### src/rtl/id_ctrl.sv
// Decode-stage controller for the 5-stage MIPS pipeline.
// This block decodes the instruction in IF/ID and drives the immediate
// extender select. It detects load-use and mult/div-busy hazards. It also
// owns the ID/EX control register, which loads a bubble on stall, kill,
// reset or an empty decode slot.
module id_ctrl #(
  parameter int unsigned MD_LAT = 8  // busy cycles after a mult/div issues (1..15)
) (
  input  logic        clk,
  input  logic        reset,
  input  logic [31:0] instr_d,
  input  logic        valid_d,
  input  logic        kill_d,
  output logic [1:0]  ext_sel,
  output logic        stall_fd,
  output logic        e_valid,
  output logic [2:0]  e_alu_op,
  output logic        e_alu_src,
  output logic        e_reg_write,
  output logic        e_mem_read,
  output logic        e_mem_write,
  output logic [4:0]  e_wr_addr,
  output logic        e_md_start,
  output logic [1:0]  e_md_op
);

  localparam logic [3:0] MD_LAT_L = 4'(MD_LAT);

  localparam logic [2:0] ALU_ADD   = 3'd0;
  localparam logic [2:0] ALU_SUB   = 3'd1;
  localparam logic [2:0] ALU_OR    = 3'd2;
  localparam logic [2:0] ALU_PASSB = 3'd3;

  logic [5:0] op;
  logic [5:0] funct;
  logic [4:0] rs;
  logic [4:0] rt;
  logic [4:0] rd;

  assign op    = instr_d[31:26];
  assign funct = instr_d[5:0];
  assign rs    = instr_d[25:21];
  assign rt    = instr_d[20:16];
  assign rd    = instr_d[15:11];

  // Decoded control word for the instruction currently in D
  logic [2:0] alu_op;
  logic       alu_src;
  logic       reg_write;
  logic       mem_read;
  logic       mem_write;
  logic [4:0] dest;
  logic       md_start;
  logic [1:0] md_op;
  logic       uses_rs;
  logic       uses_rt;
  logic       is_md;

  logic [3:0] md_cnt;
  logic       load_use;
  logic       md_hazard;
  logic       issue;

  // Instruction decode; unknown encodings fall through as a nop
  always_comb begin
    alu_op    = ALU_ADD;
    alu_src   = 1'b0;
    reg_write = 1'b0;
    mem_read  = 1'b0;
    mem_write = 1'b0;
    dest      = 5'd0;
    md_start  = 1'b0;
    md_op     = 2'd0;
    uses_rs   = 1'b0;
    uses_rt   = 1'b0;
    is_md     = 1'b0;
    ext_sel   = 2'd0;
    case (op)
      6'h00: begin
        case (funct)
          6'h21: begin alu_op = ALU_ADD; reg_write = 1'b1; dest = rd; uses_rs = 1'b1; uses_rt = 1'b1; end
          6'h23: begin alu_op = ALU_SUB; reg_write = 1'b1; dest = rd; uses_rs = 1'b1; uses_rt = 1'b1; end
          6'h08: begin uses_rs = 1'b1; end
          6'h18: begin md_start = 1'b1; md_op = 2'd0; is_md = 1'b1; uses_rs = 1'b1; uses_rt = 1'b1; end
          6'h1A: begin md_start = 1'b1; md_op = 2'd1; is_md = 1'b1; uses_rs = 1'b1; uses_rt = 1'b1; end
          6'h10: begin reg_write = 1'b1; dest = rd; md_op = 2'd2; is_md = 1'b1; end
          6'h12: begin reg_write = 1'b1; dest = rd; md_op = 2'd3; is_md = 1'b1; end
          default: ;
        endcase
      end
      6'h0D: begin alu_op = ALU_OR;    alu_src = 1'b1; reg_write = 1'b1; dest = rt; uses_rs = 1'b1; ext_sel = 2'd0; end
      6'h09: begin alu_op = ALU_ADD;   alu_src = 1'b1; reg_write = 1'b1; dest = rt; uses_rs = 1'b1; ext_sel = 2'd1; end
      6'h23: begin alu_op = ALU_ADD;   alu_src = 1'b1; reg_write = 1'b1; mem_read = 1'b1; dest = rt; uses_rs = 1'b1; ext_sel = 2'd1; end
      6'h2B: begin alu_op = ALU_ADD;   alu_src = 1'b1; mem_write = 1'b1; uses_rs = 1'b1; uses_rt = 1'b1; ext_sel = 2'd1; end
      6'h04: begin alu_op = ALU_SUB;   uses_rs = 1'b1; uses_rt = 1'b1; ext_sel = 2'd1; end
      6'h0F: begin alu_op = ALU_PASSB; alu_src = 1'b1; reg_write = 1'b1; dest = rt; ext_sel = 2'd2; end
      default: ;
    endcase
    // $0 is hardwired; a write to it is dropped here so EX/WB never see it
    if (dest == 5'd0) reg_write = 1'b0;
  end

  // Hazard detection and the resulting fetch/decode stall
  always_comb begin
    load_use  = e_valid & e_mem_read & (e_wr_addr != 5'd0) &
                ((uses_rs & (rs == e_wr_addr)) | (uses_rt & (rt == e_wr_addr)));
    md_hazard = (md_cnt != 4'd0) & is_md;
    stall_fd  = valid_d & ~kill_d & (load_use | md_hazard);
    issue     = valid_d & ~kill_d & ~stall_fd;
  end

  // ID/EX control register: issue the decoded word or load a bubble
  always_ff @(posedge clk) begin
    if (reset || !issue) begin
      e_valid     <= 1'b0;
      e_alu_op    <= 3'd0;
      e_alu_src   <= 1'b0;
      e_reg_write <= 1'b0;
      e_mem_read  <= 1'b0;
      e_mem_write <= 1'b0;
      e_wr_addr   <= 5'd0;
      e_md_start  <= 1'b0;
      e_md_op     <= 2'd0;
    end else begin
      e_valid     <= 1'b1;
      e_alu_op    <= alu_op;
      e_alu_src   <= alu_src;
      e_reg_write <= reg_write;
      e_mem_read  <= mem_read;
      e_mem_write <= mem_write;
      e_wr_addr   <= dest;
      e_md_start  <= md_start;
      e_md_op     <= md_op;
    end
  end

  // Mult/div busy countdown, reloaded whenever a mult/div issues
  always_ff @(posedge clk) begin
    if (reset) begin
      md_cnt <= 4'd0;
    end else if (issue && md_start) begin
      md_cnt <= MD_LAT_L;
    end else if (md_cnt != 4'd0) begin
      md_cnt <= md_cnt - 4'd1;
    end
  end

endmodule

### config.mk
export PLATFORM = sky130hd
export DESIGN_NAME = id_ctrl
export DESIGN_NICKNAME = d
export VERILOG_FILES = /design/src/rtl/id_ctrl.sv
export SDC_FILE = /design/constraint.sdc
export NUM_CORES = 1
export LEC_CHECK = 0
export CORE_ASPECT_RATIO = 0.5
export CORE_MARGIN = 10
export CORE_UTILIZATION = 37
export CTS_BUF_LIST = sky130_fd_sc_hd__clkbuf_4
export DETAILED_ROUTE_END_ITERATION = 6
export PLACE_DENSITY = 0.87
export SLEW_MARGIN = 20
export SYNTH_ARGS = -nofsm -noshare
export SYNTH_HDL_FRONTEND = slang
export SYNTH_SLANG_ARGS = --single-unit
### constraint.sdc
create_clock -name clk -period 2.25 [get_ports clk]
set_clock_uncertainty 0.1 [all_clocks]
set_input_delay 0.3375 -clock clk [delete_from_list [all_inputs] [get_ports clk]]
set_output_delay 0.3375 -clock clk [all_outputs]
set_load 0.03 [all_outputs]
==> results.md, run 1 <==
- Ant diodes: 0
- Via Count: ~1500
- Pin count of the biggest net entering global routing: 15
- Gr usage total: 0.142
- Initial antenna violation count: 0
- Sw Ratio: 0.345
- Die height: 59.0 µm
- Clock sink count: 19
- Clk buf depth: 2
- Area of the core: a little under 3000 µm²
- Final Hold Violating Endpoints: 0
- EDFF count, synth: 0
- Worst skew pair latency: 320 ps
- Top cell type's share of synthesized area: 0.337
- Synth top area cells: dfxtp_1 (34%), xnor2_1 (7.0%), nor3_1 (4.9%), nor2_1 (4.7%), a22oi_1 (3.3%)
- Row cnt: 14
- Final wirelength: ~5000 µm
- Gate power share: 0.406
- Syn Area/Cell: roughly 8.1 µm²
- Most common cell in the netlist: dfxtp_1
- Worst Min Path Start: instr_d[29]
- DRT iter0 DRCs: ~110
- Post-route minimum period: 2600 ps
- Crit path max fanout: 5
- Max cap viols: 0
- Most frequent cells after synthesis: dfxtp_1 (19), nor2_1 (14), nor3_1 (11), nand2_1 (10), xnor2_1 (9)
- Post-synthesis xor/xnor area fraction: 0.0932
- Internal power: 636 µW
- Nets: between 200 and 300
- Sequential Power Share: 0.404
- Slew headroom: 0.606
- Placed cell count: between 200 and 300
- Clk pwr share: 0.190
- Post-synth top area cell: dfxtp_1
- Area of the multi-input gates: between 700 and 800 µm²
- DR DRC count: 0
- Die area: between 5000 and 6000 µm²
- Clk slew on worst S/H paths: 120 ps
- Seq cells post-synth: 19
- RSZ-0062 raised after global routing: yes
- Worst-Margin Slew: ~590 ps
- Main combinational cell family by area after synthesis: simple AND/OR/NAND/NOR gates
- Seq. cell area: roughly 400 µm²
- Initial Util: 0.381
- Area grow syn2layout: 83.2%
- Synth Area in Adders: 0.0222
- Outcome: complete, but fails checks
- Chip width: ~98 µm
- Mux contribution to synthesized area: 0.00888
- Global-route wire length before repair: between 6000 and 7000 µm
- Final setup fails: 17
- WP data arrival: 2160 ps
- NetSw: 335 µW
- Total gr overflow: 0
- Sequential area share after synthesis: 0.337
- GPL Wtd Cong: 0.839
- DR vias/cell: about 5.6
- HPWL Detailed: around 3300 µm
- Critical Path Start Type: flip-flop
- R2R Path Start: e_wr_addr[3]
- Antenna Nets Post-Route: 0
- CP startpoint: e_wr_addr[3]
- Synthesized area: around 1100 µm²
- Netlist cell types: 39
- Post-Layout Cell Count: 267
- PD cells: between 400 and 500 nW/µm²
- Syn Inst Count: between 100 and 150
- Max-slew violations: 0
- Worst setup EP type: output pin
- IO Pins: 55
- Clock root cell: clkbuf_4
- Drt first pass iters: 4
- Final Cycle Share: 1.15
- Synth Flop Type: dfxtp_1
- Post-synth ARST share: 0
- WP data required: ~1800 ps
- Fmax: 0.385 GHz
- Vias in the first global route: 1408
- CP Class: reg -> out
- Number of buffers created by CTS: 3
- Routed len/inst: roughly 19 µm
- Final Power: approximately 1000 µW
- PortBufs: between 40 and 50
- Synthesis Warnings: 0
- Worst vdd ir: approximately 0.43 mV
- Mapped Nets: roughly 180
- H-Tree Level Count: 1
- Fillers: about 210
- Simple-Gate Fraction of Synth Area: 0.297
- TritonCTS clock tree: done
- Failing checks: negative setup slack
- Setup ws final: -348 ps
- Hold Path Class: in -> reg
- Post-synthesis compound-gate area fraction: 0.190
- Layout cell share with drive strength beyond 1: 0.300
- Leak Pwr: 0.000779 µW
cells by family (layout without fill, tap and decap cells):
| group | Yosys count | in the layout |
|---|---|---|
| AO/OA/AOI/OAI | 30 | 30 |
| other | 1 | 1 |
| AND/OR/NAND/NOR | 63 | 64 |
| adder cells (fa/ha/maj) | 2 | 2 |
| XOR/XNOR | 12 | 12 |
| flip-flops | 19 | 19 |
| buffers and inverters | 11 | 98 |
| multiplexers | 1 | 1 |
through the flow:
stage / setup slack (ps) / utilization / setup TNS, ps / cell area [µm²] / hold WS, ps
2_1_floorplan: -23.5 / - / -23.5 / 1150 / 309
3_3_place_gp: -399 / 0.640 / -5690 / 1890 / 430
3_5_place_dp: -505 / 0.640 / -7330 / 1890 / 448
4_1_cts: -291 / 0.666 / -381 / 1970 / 359
5_1_grt: -402 / 0.698 / -2380 / 2070 / 360
6_report: -348 / 0.698 / -1300 / 2070 / 359
path summary, 6_finish.rpt:
path | endpoint | cells after the start | slack, ps
worst max-delay path | stall_fd | 7 | -350
worst min-delay path | e_alu_op[1] | 3 | 360
worst max register to register | e_mem_read | 7 | -120
worst min register to register | md_cnt[1] | 2 | 460
state kept, by name (all words and copies together), names as in the netlist, 2 cells and up:
signal and cells:
e_wr_addr 5, md_cnt 4, e_alu_op 2, e_md_op 2
layout by cell type (no fill, tap or decap), types with 3 or more instances in the layout:
master,Yosys,layout
clkdlybuf4s50_1,0,38
inv_1,8,8
xor2_1,3,3
nor2_1,14,14
dfxtp_1,19,14
xnor2_1,9,9
or3_1,5,4
buf_4,1,36
nor3_1,11,10
a21oi_1,7,7
dlygate4sd2_1,0,7
clkbuf_4,0,3
a22oi_1,5,5
nor3b_1,4,4
buf_6,1,5
o21ai_0,4,3
nand3_1,5,5
nand2_1,10,10
dfxtp_2,0,3
routing by layer:
| metal | routed length (µm) | vias to the layer above | GRT usage |
|---|---|---|---|
| li1 | - | 683 | - |
| met1 | 1820 | 688 | 0.151 |
| met2 | 2530 | 79 | 0.262 |
| met3 | 293 | 44 | 0.0326 |
| met4 | 354 | 0 | 0.0761 |
| met5 | 0 | - | 0 |
timing repair:
action                                  CTS  global route
hold buffers                              0             0
cloned                                    0             1
pin swaps                                 6            11
endpoints found under the hold margin     0             0
endpoints found under the setup margin   16            17
resized for setup                        16            16
buffers inserted                          4             4
final cells by class:
class,count,share of cell area
multi-input combinational,110,0.386
timing repair buffer,86,0.372
inverter,8,0.0145
clock inverter,1,0.00242
sequential,19,0.190
tap,40,0.0242
clock buffer,3,0.0109
critical path, cell delays in order (launching register included):
cell and delay (ps):
dfxtp_4 380, or4_4 540, o211ai_4 250, buf_6 160, nor2_1 50, o21ai_1 160, a41oi_4 150, buf_6 160
power by group through the flow:
stage	Clock (µW)	Combinational [µW]	Sequential [µW]
3_3_place_gp	0	361	398
2_1_floorplan	0	204	401
5_1_grt	200	436	399
6_report	185	394	392
3_5_place_dp	0	377	402
4_1_cts	182	381	394
No activity file was read; power rests on OpenSTA's default activity.
==> run 2: changes to the inputs <==
Settings changed: CORE_UTILIZATION 37 to 41, PLACE_DENSITY 0.87 to 0.91.
Clock period 2.25 ns to 2.6 ns, I/O delays scaled along.
==> run 2 against run 1 <==
Net effect:
- the flow still finishes with violations (negative setup slack)
- sequential cell count is the same
- design area is 0.67% higher
- count of clock-buffer cells in the layout up 1
- largest power group unchanged
==> results.md, run 2 (same netlist as run 1, synthesis figures left out) <==
- Area grow syn2layout: 84.5% (was 83.2%)
- Max cap viols: 0 (unchanged)
- CP Class: in -> out (was reg -> out)
- WP data arrival: 2290 ps (was 2160 ps)
- Critical path cell sequence: dlygate4sd2_1 -> xor2_1 -> nor3_2 -> nand3_1 -> buf_4 -> a2111o_1 -> a41oi_2 -> buf_6 (was or4_4 -> o211ai_4 -> buf_6 -> nor2_1 -> o21ai_1 -> a41oi_4 -> buf_6)
- Top Metal Used: met4 (unchanged)
- Worst skew pair latency: 310 ps (was 320 ps)
- Worst setup EP type: output pin (unchanged)
- Sw Ratio: 0.342 (was 0.345)
- Final setup fails: 1 (was 17)
- Routed wl met3: 465 µm (was 293 µm)
- FF-to-FF End: md_cnt[0] (was e_mem_read)
- Ant diodes: 0 (unchanged)
- H-Tree Level Count: 1 (unchanged)
- Total gr overflow: 0 (unchanged)
- Clk pwr share: 0.196 (was 0.190)
- Global-route wire length before repair: 7660 µm (was 6780 µm)
- Layout cell share with drive strength beyond 1: 0.315 (was 0.300)
- Worst path bufs/invs: 3 (was 2)
- Die area: 5370 µm² (was 5790 µm²)
- PD cells: 413 nW/µm² (was 470 nW/µm²)
- Clock sink count: 19 (unchanged)
- Gr usage total: 0.178 (was 0.142)
- Hold endpoint: e_md_op[1] (was e_alu_op[1])
- Drt first pass iters: 7 (was 4)
- Setup ws final: -183 ps (was -348 ps)
- PortBufs: 48 (unchanged)
- Reg2reg path depth: 9 (was 7)
- Internal power: 565 µW (was 636 µW)
- GPL Wtd Cong: 0.901 (was 0.839)
- Gate power share: 0.408 (was 0.406)
- Delay-heaviest family, CP: compound AO/OA/AOI/OAI gates (was simple AND/OR/NAND/NOR gates)
- Slew headroom: 0.656 (was 0.606)
- TritonCTS clock tree: done (unchanged)
- Final Hold Violating Endpoints: 0 (unchanged)
- DR vias/cell: 6.14 (was 5.60)
- Hold slack: 378 ps (was 359 ps)
- Worst-Margin Slew: 514 ps (was 590 ps)
- Fmax: ~0.36 GHz
- Commonest non-fill, non-tap cell in the layout: buf_4 (was clkdlybuf4s50_1)
- CP max stage cell: a2111o_1 (was or4_4)
- Hold Path Stages: 2 (was 3)
- Routed len/inst: 21.3 µm (was 18.7 µm)
- Failing checks: negative setup slack (unchanged)
- R2R Path Start: e_wr_addr[4] (was e_wr_addr[3])
- Total Neg Setup Slack: -183 ps (was -1300 ps)
- Final wirelength: 5520 µm (was 4990 µm)
- DR DRC count: 0 (unchanged)
- Clk slew on worst S/H paths: 110 ps (was 120 ps)
- Vias in the first global route: 1510 (was 1408)
- Row cnt: 13 (was 14)
- Worst vdd ir: 0.247 mV (was 0.428 mV)
- Final Cycle Share: 1.07
- Outcome: complete, but fails checks (unchanged)
- Pin count of the biggest net entering global routing: 13 (was 15)
- Leading cell types in the layout, fill and taps excluded: buf_4 (32), clkdlybuf4s50_1 (27), dfxtp_1 (14) (was clkdlybuf4s50_1 (38), buf_4 (36), nor2_1 (14), dfxtp_1 (14))
- HPWL Detailed: 3160 µm (was 3260 µm)
- Worst Min Path Start: instr_d[3] (was instr_d[29])
- Via Count: 1589 (was 1494)
- Slowest stage delay, CP: 400 ps (was 540 ps)
- WP data required: 2110 ps (was 1810 ps)
- Critical Path Start Type: primary input (was flip-flop)
- Clk buf depth: 2 (unchanged)
- Die height: 57.1 µm (was 59.0 µm)
- Max-slew violations: 0 (unchanged)
- Largest registers: e_wr_addr (5), md_cnt (4) (unchanged)
- Clock root cell: clkbuf_4 (unchanged)
- RSZ-0062 raised after global routing: yes (unchanged)
- Chip width: 94.2 µm (was 98.1 µm)
- IO Pins: 55 (unchanged)
- Post-route minimum period: around 2800 ps
- Final Power: 858 µW (was 971 µW)
- Number of buffers created by CTS: 3 (unchanged)
- Initial antenna violation count: 0 (unchanged)
- Antenna Nets Post-Route: 0 (unchanged)
- Nets: 261 (was 266)
- DRT iter0 DRCs: 328 (was 114)
- Number of flip-flops in the largest register: 5 (unchanged)
- Final Util: 0.799 (was 0.698)
- Leak Pwr: 0.000854 µW (was 0.000779 µW)
- R2R Setup Slk: 90 ps (was -120 ps)
- DRT met1 WL: 1990 µm (was 1820 µm)
- Area of the core: 2600 µm² (was 2960 µm²)
- Routed wl met2: 2630 µm (was 2530 µm)
- Hold Path Class: in -> reg (unchanged)
- Initial Util: 0.433 (was 0.381)
- Most flop-heavy register: e_wr_addr (unchanged)
- NetSw: 293 µW (was 335 µW)
- Crit path max fanout: 2 (was 5)
- Sequential Power Share: 0.396 (was 0.404)
-- run 2: cell type report --
class                      count  area, µm²
clock buffer                   4       30.0
fill                         145        523
inverter                       8       30.0
multi-input combinational    109        812
sequential                    19        394
tap                           37       46.3
timing repair buffer          82        767
-- run 2: metrics by stage --
stage / setup slack, ps / cell area, µm² / cells
floorplan: 8.22 / 1130 / 139
global placement: -175 / 1810 / 244
detailed placement: -269 / 1810 / 244
CTS: 3.54 / 1950 / 257
global route: -206 / 2080 / 259
finish: -183 / 2080 / 259
-- run 2: worst max path at each step --
stage                             from       end  slack, ps  depth (start not counted)
after floorplan           e_wr_addr[0]  stall_fd          8                          5
after global placement     instr_d[19]  stall_fd       -180                          7
after detailed placement   instr_d[19]  stall_fd       -270                          7
after CTS                  instr_d[24]  stall_fd          4                          7
after global routing      e_wr_addr[4]  stall_fd       -210                          7
final                      instr_d[20]  stall_fd       -180                          8
-- run 2: power groups by stage --
stage               clock (µW)  combinational (µW)  sequential (µW)
CTS                        172                 326              342
finish                     168                 350              340
floorplan                    0                 176              347
global placement             0                 305              345
detailed placement           0                 317              348
global route               183                 365              343
-- run 2: worst reg2reg max path: cells and delay by family, from the launching register on --
family / cells / cell delay (ps)
flops: 1 / 370
compound gates: 1 / 490
buf+inv: 3 / 540
simple gates: 4 / 760
xor+xnor: 1 / 170
-- run 2: metal layers --
metal	track usage	vias up
met3	0.0417	58
met4	0.116	0
met5	0.00926	-
met2	0.315	140
li1	-	674
met1	0.187	717
-- run 2: timing repair --
action,4_1_cts,5_1_grt
gates resized for setup,22,32
setup buffers,9,2
setup endpoints to repair,1,17
hold buffers,0,0
pin swaps,10,12
hold endpoints to repair,0,0
